[config.mk]
export PLATFORM = sky130hd
export DESIGN_NAME = mux_n_1_stream
export DESIGN_NICKNAME = d
export VERILOG_FILES = /design/src/rtl/mux_n_1_stream.sv
export SDC_FILE = /design/constraint.sdc
export NUM_CORES = 1
export LEC_CHECK = 0
export ABC_AREA = 1
export BUFFER_PORTS_ARGS = -buffer_cell sky130_fd_sc_hd__buf_4
export CAP_MARGIN = 25
export CORE_MARGIN = 1
export CORE_UTILIZATION = 40
export CTS_BUF_LIST = sky130_fd_sc_hd__clkbuf_4 sky130_fd_sc_hd__clkbuf_8
export DETAILED_ROUTE_END_ITERATION = 8
export PLACE_DENSITY = 0.72
export SLEW_MARGIN = 20
export SYNTH_ARGS = -nofsm -noshare
export SYNTH_HDL_FRONTEND = slang
export SYNTH_SLANG_ARGS = --single-unit
[constraint.sdc]
create_clock -name Clk_In -period 6.9 [get_ports Clk_In]
set_input_delay 0.69 -clock Clk_In [delete_from_list [all_inputs] [get_ports Clk_In]]
set_output_delay 0.69 -clock Clk_In [all_outputs]
set_load 0.01 [all_outputs]
[src/rtl/mux_n_1_stream.sv]
// NUM_CH:1 streaming multiplexer with a registered output stage, direct-select or round-robin grant.
// Optional MUX_N_1_STREAM_TRISTATE_EN: Data_Out floats to 'Z' while Enable_In = 0.
module mux_n_1_stream #(
   parameter  int unsigned NUM_CH = 32,
   parameter  int unsigned DATA_W = 8,
   localparam int unsigned SEL_W  = $clog2(NUM_CH)
) (
   input  logic                     Clk_In,
   input  logic                     Reset_N_In,
   input  logic                     Enable_In,
   input  logic                     Mode_In,
   input  logic [SEL_W-1:0]         Select_In,
   input  logic [NUM_CH*DATA_W-1:0] Data_In,
   input  logic [NUM_CH-1:0]        Valid_In,
   output logic [NUM_CH-1:0]        Ready_Out,
   output logic [DATA_W-1:0]        Data_Out,
   output logic [SEL_W-1:0]         Channel_Out,
   output logic                     Valid_Out,
   input  logic                     Ready_In
);

   logic                r_valid;
   logic [DATA_W-1:0]   r_data;
   logic [SEL_W-1:0]    r_chan;
   logic [SEL_W-1:0]    r_last;

   logic                w_free;
   logic                w_hit;
   logic                w_accept;
   logic [SEL_W-1:0]    w_idx;
   int unsigned         w_scan;
   logic [NUM_CH-1:0]   w_gnt;
   logic [DATA_W-1:0]   w_data;

   // Candidate channel: direct select, or first valid channel after the last grant
   always_comb begin
      w_hit  = 1'b0;
      w_idx  = '0;
      w_scan = 0;
      if (!Mode_In) begin
         if (32'(Select_In) < NUM_CH) begin
            w_hit = Valid_In[Select_In];
            w_idx = Select_In;
         end
      end else begin
         for (int unsigned i = 1; i <= NUM_CH; i++) begin
            w_scan = 32'(r_last) + i;
            if (w_scan >= NUM_CH) w_scan = w_scan - NUM_CH;
            if (!w_hit && Valid_In[SEL_W'(w_scan)]) begin
               w_hit = 1'b1;
               w_idx = SEL_W'(w_scan);
            end
         end
      end
   end

   assign w_free   = !r_valid || Ready_In;
   assign w_accept = Reset_N_In && Enable_In && w_free && w_hit;

   // One-hot grant and data selection for the candidate channel
   always_comb begin
      w_gnt  = '0;
      w_data = '0;
      for (int unsigned k = 0; k < NUM_CH; k++) begin
         if (w_idx == SEL_W'(k)) begin
            w_gnt[k] = w_accept;
            w_data   = Data_In[k*DATA_W +: DATA_W];
         end
      end
   end

   assign Ready_Out = w_gnt;

   // Output register; Last_Grant resets to NUM_CH-1 so the first scan starts at channel 0
   always_ff @(posedge Clk_In or negedge Reset_N_In) begin
      if (!Reset_N_In) begin
         r_valid <= 1'b0;
         r_data  <= '0;
         r_chan  <= '0;
         r_last  <= SEL_W'(NUM_CH - 1);
      end else if (w_accept) begin
         r_valid <= 1'b1;
         r_data  <= w_data;
         r_chan  <= w_idx;
         r_last  <= w_idx;
      end else if (Ready_In) begin
         r_valid <= 1'b0;
      end
   end

   assign Valid_Out   = r_valid;
   assign Channel_Out = r_chan;

`ifdef MUX_N_1_STREAM_TRISTATE_EN
   assign Data_Out = Enable_In ? r_data : 'z;
`else
   assign Data_Out = r_data;
`endif

endmodule

Yosys cells after proc, flatten, opt, wreduce, memory -nomap -nowiden
Index checks and enable logic that the tools add are counted.
{ "classes": {"n_addsub": 64, "order_cmp": 65, "eq_ne": 31, "n_mux": 293, "reduce_logical": 69} }
{ "ops": {"columns": ["operator", "count"], "rows": [
  ["$mux 5", 97],
  ["$mux 8", 32],
  ["$lt 5x6->1 const B", 33],
  ["$ge 6x6->1 const B", 31],
  ["$bmux 1 s5", 33],
  ["$sub 5x1->5 const B", 32],
  ["$mux 1", 131],
  ["$add 5x5->6 const B", 16],
  ["$eq 5x5->1 const B", 16],
  ["$add 5x4->6 const B", 8],
  ["$eq 5x4->1 const B", 8],
  ["$logic_and 1x1->1", 34],
  ["$logic_not 1->1", 32],
  ["$add 5x3->6 const B", 4],
  ["$eq 5x3->1 const B", 4],
  ["$add 5x2->6 const B", 2],
  ["$eq 5x2->1 const B", 2],
  ["$add 5x6->7 const B", 1],
  ["$ge 7x6->1 const B", 1],
  ["$add 5x1->6 const B", 1],
  ["$eq 5x1->1 const B", 1],
  ["$logic_not 5->1", 1],
  ["$reduce_bool 2->1", 1],
  ["$logic_or 1x1->1", 1]
]} }
{ "totals": {"regBits": 19, "in_bits": 298, "output_inout_bits": 46, "elab_cells": 526} }

Depth between registers and ports, before layout
{ "depth": {"ltp_word": 165, "depth_mapped": 69, "mapped_depth_nobuf": 65} }

Least setup slack after synthesis
Ideal clock, no wire load.
{ "synth_path": {"kind": "register to register", "start": "register r_last[1]", "end": "register r_data[5], in the netlist Data_Out[5]", "setup_time_ns": 0.116, "arrival_time_ns": 6.371, "t_required_ns": 6.784, "slack_ns": 0.413, "stages_incl_launch_ff": 55, "path_buffers": 4, "synth_period_minus_slack_ns": 6.487, "cell_sequence": "dfstp_2 > buf_2 > inv_2 > clkbuf_1 > clkbuf_1 > ha_1 > buf_1 > nand3_1 > nand3_1 > o21ai_0 > inv_1 > nand2_1 > nand2_1 > nor2_1 > nor2_1 > clkinv_1 > nor3_4 > nand3_2 > (+19 left out) > nand2_2 > or2_0 > nand2_1 > nand3_1 > nand2_1 > nand4_1 > nor2_1 > nand4_1 > nor2_1 > nand4_1 > nor2_1 > nand4_1 > nor2_1 > nand4_1 > nor2_1 > nand3_1 > nand2_1 > nand2_1"} }
{ "synth_via": {"elab_chain_len": 165, "elab_cells_between_ends": 448, "classes_between": "add/sub (64); order compare (32); eq/ne (31); mux (257); reduce/logical (64)"} }
{ "synth_rtl": {"columns": ["item", "line_no", "source"], "rows": [
  ["from (decl)", "25", "logic [SEL_W-1:0] r_last;"],
  ["from (signal assigned)", "80", "r_last <= SEL_W'(NUM_CH - 1);"],
  ["from (signal assigned)", "85", "r_last <= w_idx;"],
  ["$add 5x1->6", "47", "w_scan = 32'(r_last) + i;"],
  ["$sub 5x1->5 or $ge 6x6->1 (tied branches)", "48", "if (w_scan >= NUM_CH) w_scan = w_scan - NUM_CH;"],
  ["$mux 5", "48", null],
  ["$mux 5", "40", "if (!Mode_In) begin"],
  ["$bmux 1 s5", "49", "if (!w_hit && Valid_In[SEL_W'(w_scan)]) begin"],
  ["$mux 1 (not written as such)", "49", null],
  ["$mux 1", "49", null],
  ["$mux 1", "40", null],
  ["(+118 left out)", null, null],
  ["$mux 1", "49", null],
  ["$mux 1", "40", null],
  ["$logic_not 1->1", "49", null],
  ["$logic_and 1x1->1", "49", null],
  ["$mux 5", "49", null],
  ["$mux 5", "40", null],
  ["$logic_not 5->1", "65", "if (w_idx == SEL_W'(k)) begin"],
  ["$mux 8 (32 in a row)", "65", null],
  ["to (signal assigned)", "83", "r_data <= w_data;"],
  ["to (decl)", "23", "logic [DATA_W-1:0] r_data;"]
]} }
Parallel ways exist; a longest one is shown, timed or not. The select of a mux whose other input is x is not followed.
A chain may end at the register's enable or synchronous reset.

Worst setup path after layout
{ "layout_path": {"start": "register r_last[1]", "end": "register r_data[6], in the netlist Data_Out[6]"} }
Same word-level chain as after synthesis.

==> impl_metrics.json <==
{
  "status": "finished, violations left",
  "violations": "negative setup slack",
  "fmax_mhz": 143,
  "first_global_vias": 12000,
  "cp_data_required_time_ns": 7.05,
  "synthCells": 1572,
  "grtUsageMet2": 0.689,
  "setup_viol": 4,
  "htree_levels": 1,
  "grt.total_usage": 0.440,
  "top_usage_layer": "met2",
  "antenna_found_initial": 2,
  "area_growth_pct": 65.3,
  "die_w_um": 141,
  "ios": 344,
  "via_per_inst": 5.73,
  "period_share": 1.02,
  "yosysWarnings": 0,
  "multi_input_area_mm2": 0.00670,
  "cts_buffer_depth": 2,
  "drc": 0,
  "startpoint_type": "register",
  "yosys.area.top_type_share": 0.242,
  "yosys.area.top_type": "nand2_1",
  "drt_iter0_markers": 1755,
  "cp_slowest_cell": "dfstp_2",
  "gp_congestion": 1.09,
  "hp-class": "in -> async",
  "worst_pin_slew_ns": 1.06,
  "die_h_um": 141,
  "max_slew_margin": 0.289,
  "synth.avg_cell_area_um2": 4.89,
  "hold_viol": 0,
  "cp_data_arrival_time_ns": 7.16,
  "rows": 50,
  "cts_buffers": 3,
  "ys_seq_elements": 19,
  "met1_usage": 0.526,
  "crit_fanout": 9,
  "wl_per_cell_um": 20.2,
  "drv_slew": 0,
  "drive_gt1_frac": 0.348,
  "hpwl_mm": 38.5,
  "tns_ns": -0.294,
  "synth.area.top_cells": "nand2_1, nand3_1, nor2_1, inv_1, nand4_1",
  "drt-total-wl_mm": 46.8,
  "first_pass_iters": 6,
  "max-cap-violations": 0,
  "postRouteAntennaNets": 0,
  "coreArea_mm2": 0.0188,
  "skew_ns": 0.00412,
  "seq_area_um2": 482,
  "cts.sinks": 19,
  "grt_start_max_net_pins": 39,
  "finish.utilization": 0.677,
  "period_minus_slack_ns": 7.01,
  "synth.distinct_cells": 57,
  "vias": 13300,
  "fp.dieArea_mm2": 0.0198,
  "grt_use_met3": 0.0931,
  "worst_setup_path_end_kind": "register",
  "syn-cell-area_mm2": 0.00769,
  "synth_fp_nets": 1883,
  "start_util": 0.410,
  "ys_seq_area_frac": 0.0626,
  "async_reset_ff_frac": 1.00,
  "fin_nets": 2397,
  "rsz0062_at_grt": "true",
  "port_buffers": 343,
  "cts.reportedPaths.clkPinSlew_ns": 0.08,
  "grt_pass1_wl_mm": 66.3,
  "synth-edff-count": 0,
  "crit_type": "reg -> reg",
  "cpPeakStageDelay_ns": 0.61,
  "clk_latency_ns": 0.26,
  "fill_cells": 1762,
  "clock_tree.root_cell": "clkbuf_8",
  "grt_remaining_overflow": 0,
  "worst_slack_ns": -0.107,
  "cts_tree": "done",
  "synthFlopType": "dfrtp_1"
}
timing repair:
item | CTS | global route
gates cloned | 0 | 5
gates resized for setup | 10 | 130
endpoints found under the setup margin | 9 | 35
buffers inserted | 0 | 45
pin swaps | 0 | 53
hold buffers | 0 | 0
sequential cells by signal, summed over array words and instances (netlist names):
register	cells
Valid_Out	1
Data_Out	8
Channel_Out	5
r_last	5
cell type report:
cell class              count  share of cell area
repair buffers            560               0.348
well taps                 234              0.0230
diodes                      1            0.000197
clock buffers               3             0.00325
clock inverters             1            0.000394
flip-flops and latches     19              0.0379
multi-input cells        1304               0.527
inverters                 198              0.0602
layer usage:
layer / routed length (um) / up-vias
met4: 4160 / 2
met2: 20600 / 934
met1: 17100 / 5989
met5: 12 / -
li1: - / 6146
met3: 4970 / 231
synth_stat cells, types with 4 or more instances:
master	count
nand2_2	14
inv_2	17
nand4_2	4
a21oi_1	23
dfrtp_1	14
nand3_1	245
nor2_1	257
o21ai_0	46
xor2_1	14
nand3b_1	6
a31oi_1	5
nor2_4	9
nor3_1	11
nand4_1	93
ha_1	13
nor2_2	6
dfstp_2	5
inv_1	174
buf_2	16
buf_4	9
clkinv_1	7
nand2_1	496
o21ai_1	12
and3_1	4
clkbuf_1	22
layout by cell type, fill, tap and decap left out, drive strengths merged, types with 3 or more instances in the layout:
cell type  Yosys  layout
a21oi         26      26
a221oi         3       3
a31oi          5       5
and3           4       4
buf           29     555
clkbuf        22       8
clkinv         7       6
dfrtp         14      14
dfstp          5       5
ha            13      13
inv          191     193
nand2        512     512
nand3        249     249
nand3b         6       6
nand4         98      98
nor2         272     272
nor3          13      13
nor4           3       3
o2111ai        3       3
o21ai         59      59
or2            6       6
xnor2          3       3
xor2          15      15
worst max-delay path, delay by kind of cell, from the launching register on:
kind	cells	cell delay [ns]
compound gates	5	0.62
buf+inv	8	0.91
flops	1	0.61
fa+ha+maj	1	0.25
simple gates	39	4.53
metrics by stage:
stage	hold slack (ns)	std cells	worst slack, ns	instance area [um2]
after floorplan	0.394	1572	0.413	7690
after global placement	0.464	2265	-0.0369	11600
after detailed placement	0.469	2265	-0.132	11600
after CTS	0.306	2269	0.00272	11700
after global routing	0.312	2320	-0.540	12700
final	0.298	2320	-0.107	12700
worst paths after layout:
check | startpoint | to | slack (ns) | cells past startpoint
setup / recovery | r_last[1] | Data_Out[6] | -0.11 | 53
hold / removal | Reset_N_In | Data_Out[6] | 0.30 | 1
setup reg to reg | r_last[1] | Data_Out[6] | -0.11 | 53
hold reg to reg | Channel_Out[4] | Channel_Out[4] | 0.50 | 2
max in group asynchronous | Reset_N_In | r_last[2] | 6.33 | 1
min in group Clk_In | Channel_Out[4] | Channel_Out[4] | 0.50 | 2
cell families (layout without fill, tap and decap cells):
logic type / count (synthesis) / count (layout) / share of synthesized area
xor gates and xnor gates: 18 / 18 / 0.0239
DFF: 19 / 19 / 0.0626
other: 0 / 1 / 0
buffers and inverters: 249 / 762 / 0.130
adders and majority gates: 13 / 13 / 0.0211
AOI/OAI and AO/OA: 109 / 109 / 0.0836
and+or+nand+nor: 1164 / 1164 / 0.678
Power is left out: the tool's default activity adds up to more than one toggle a clock period on the data nets, which glitch-free logic cannot reach.
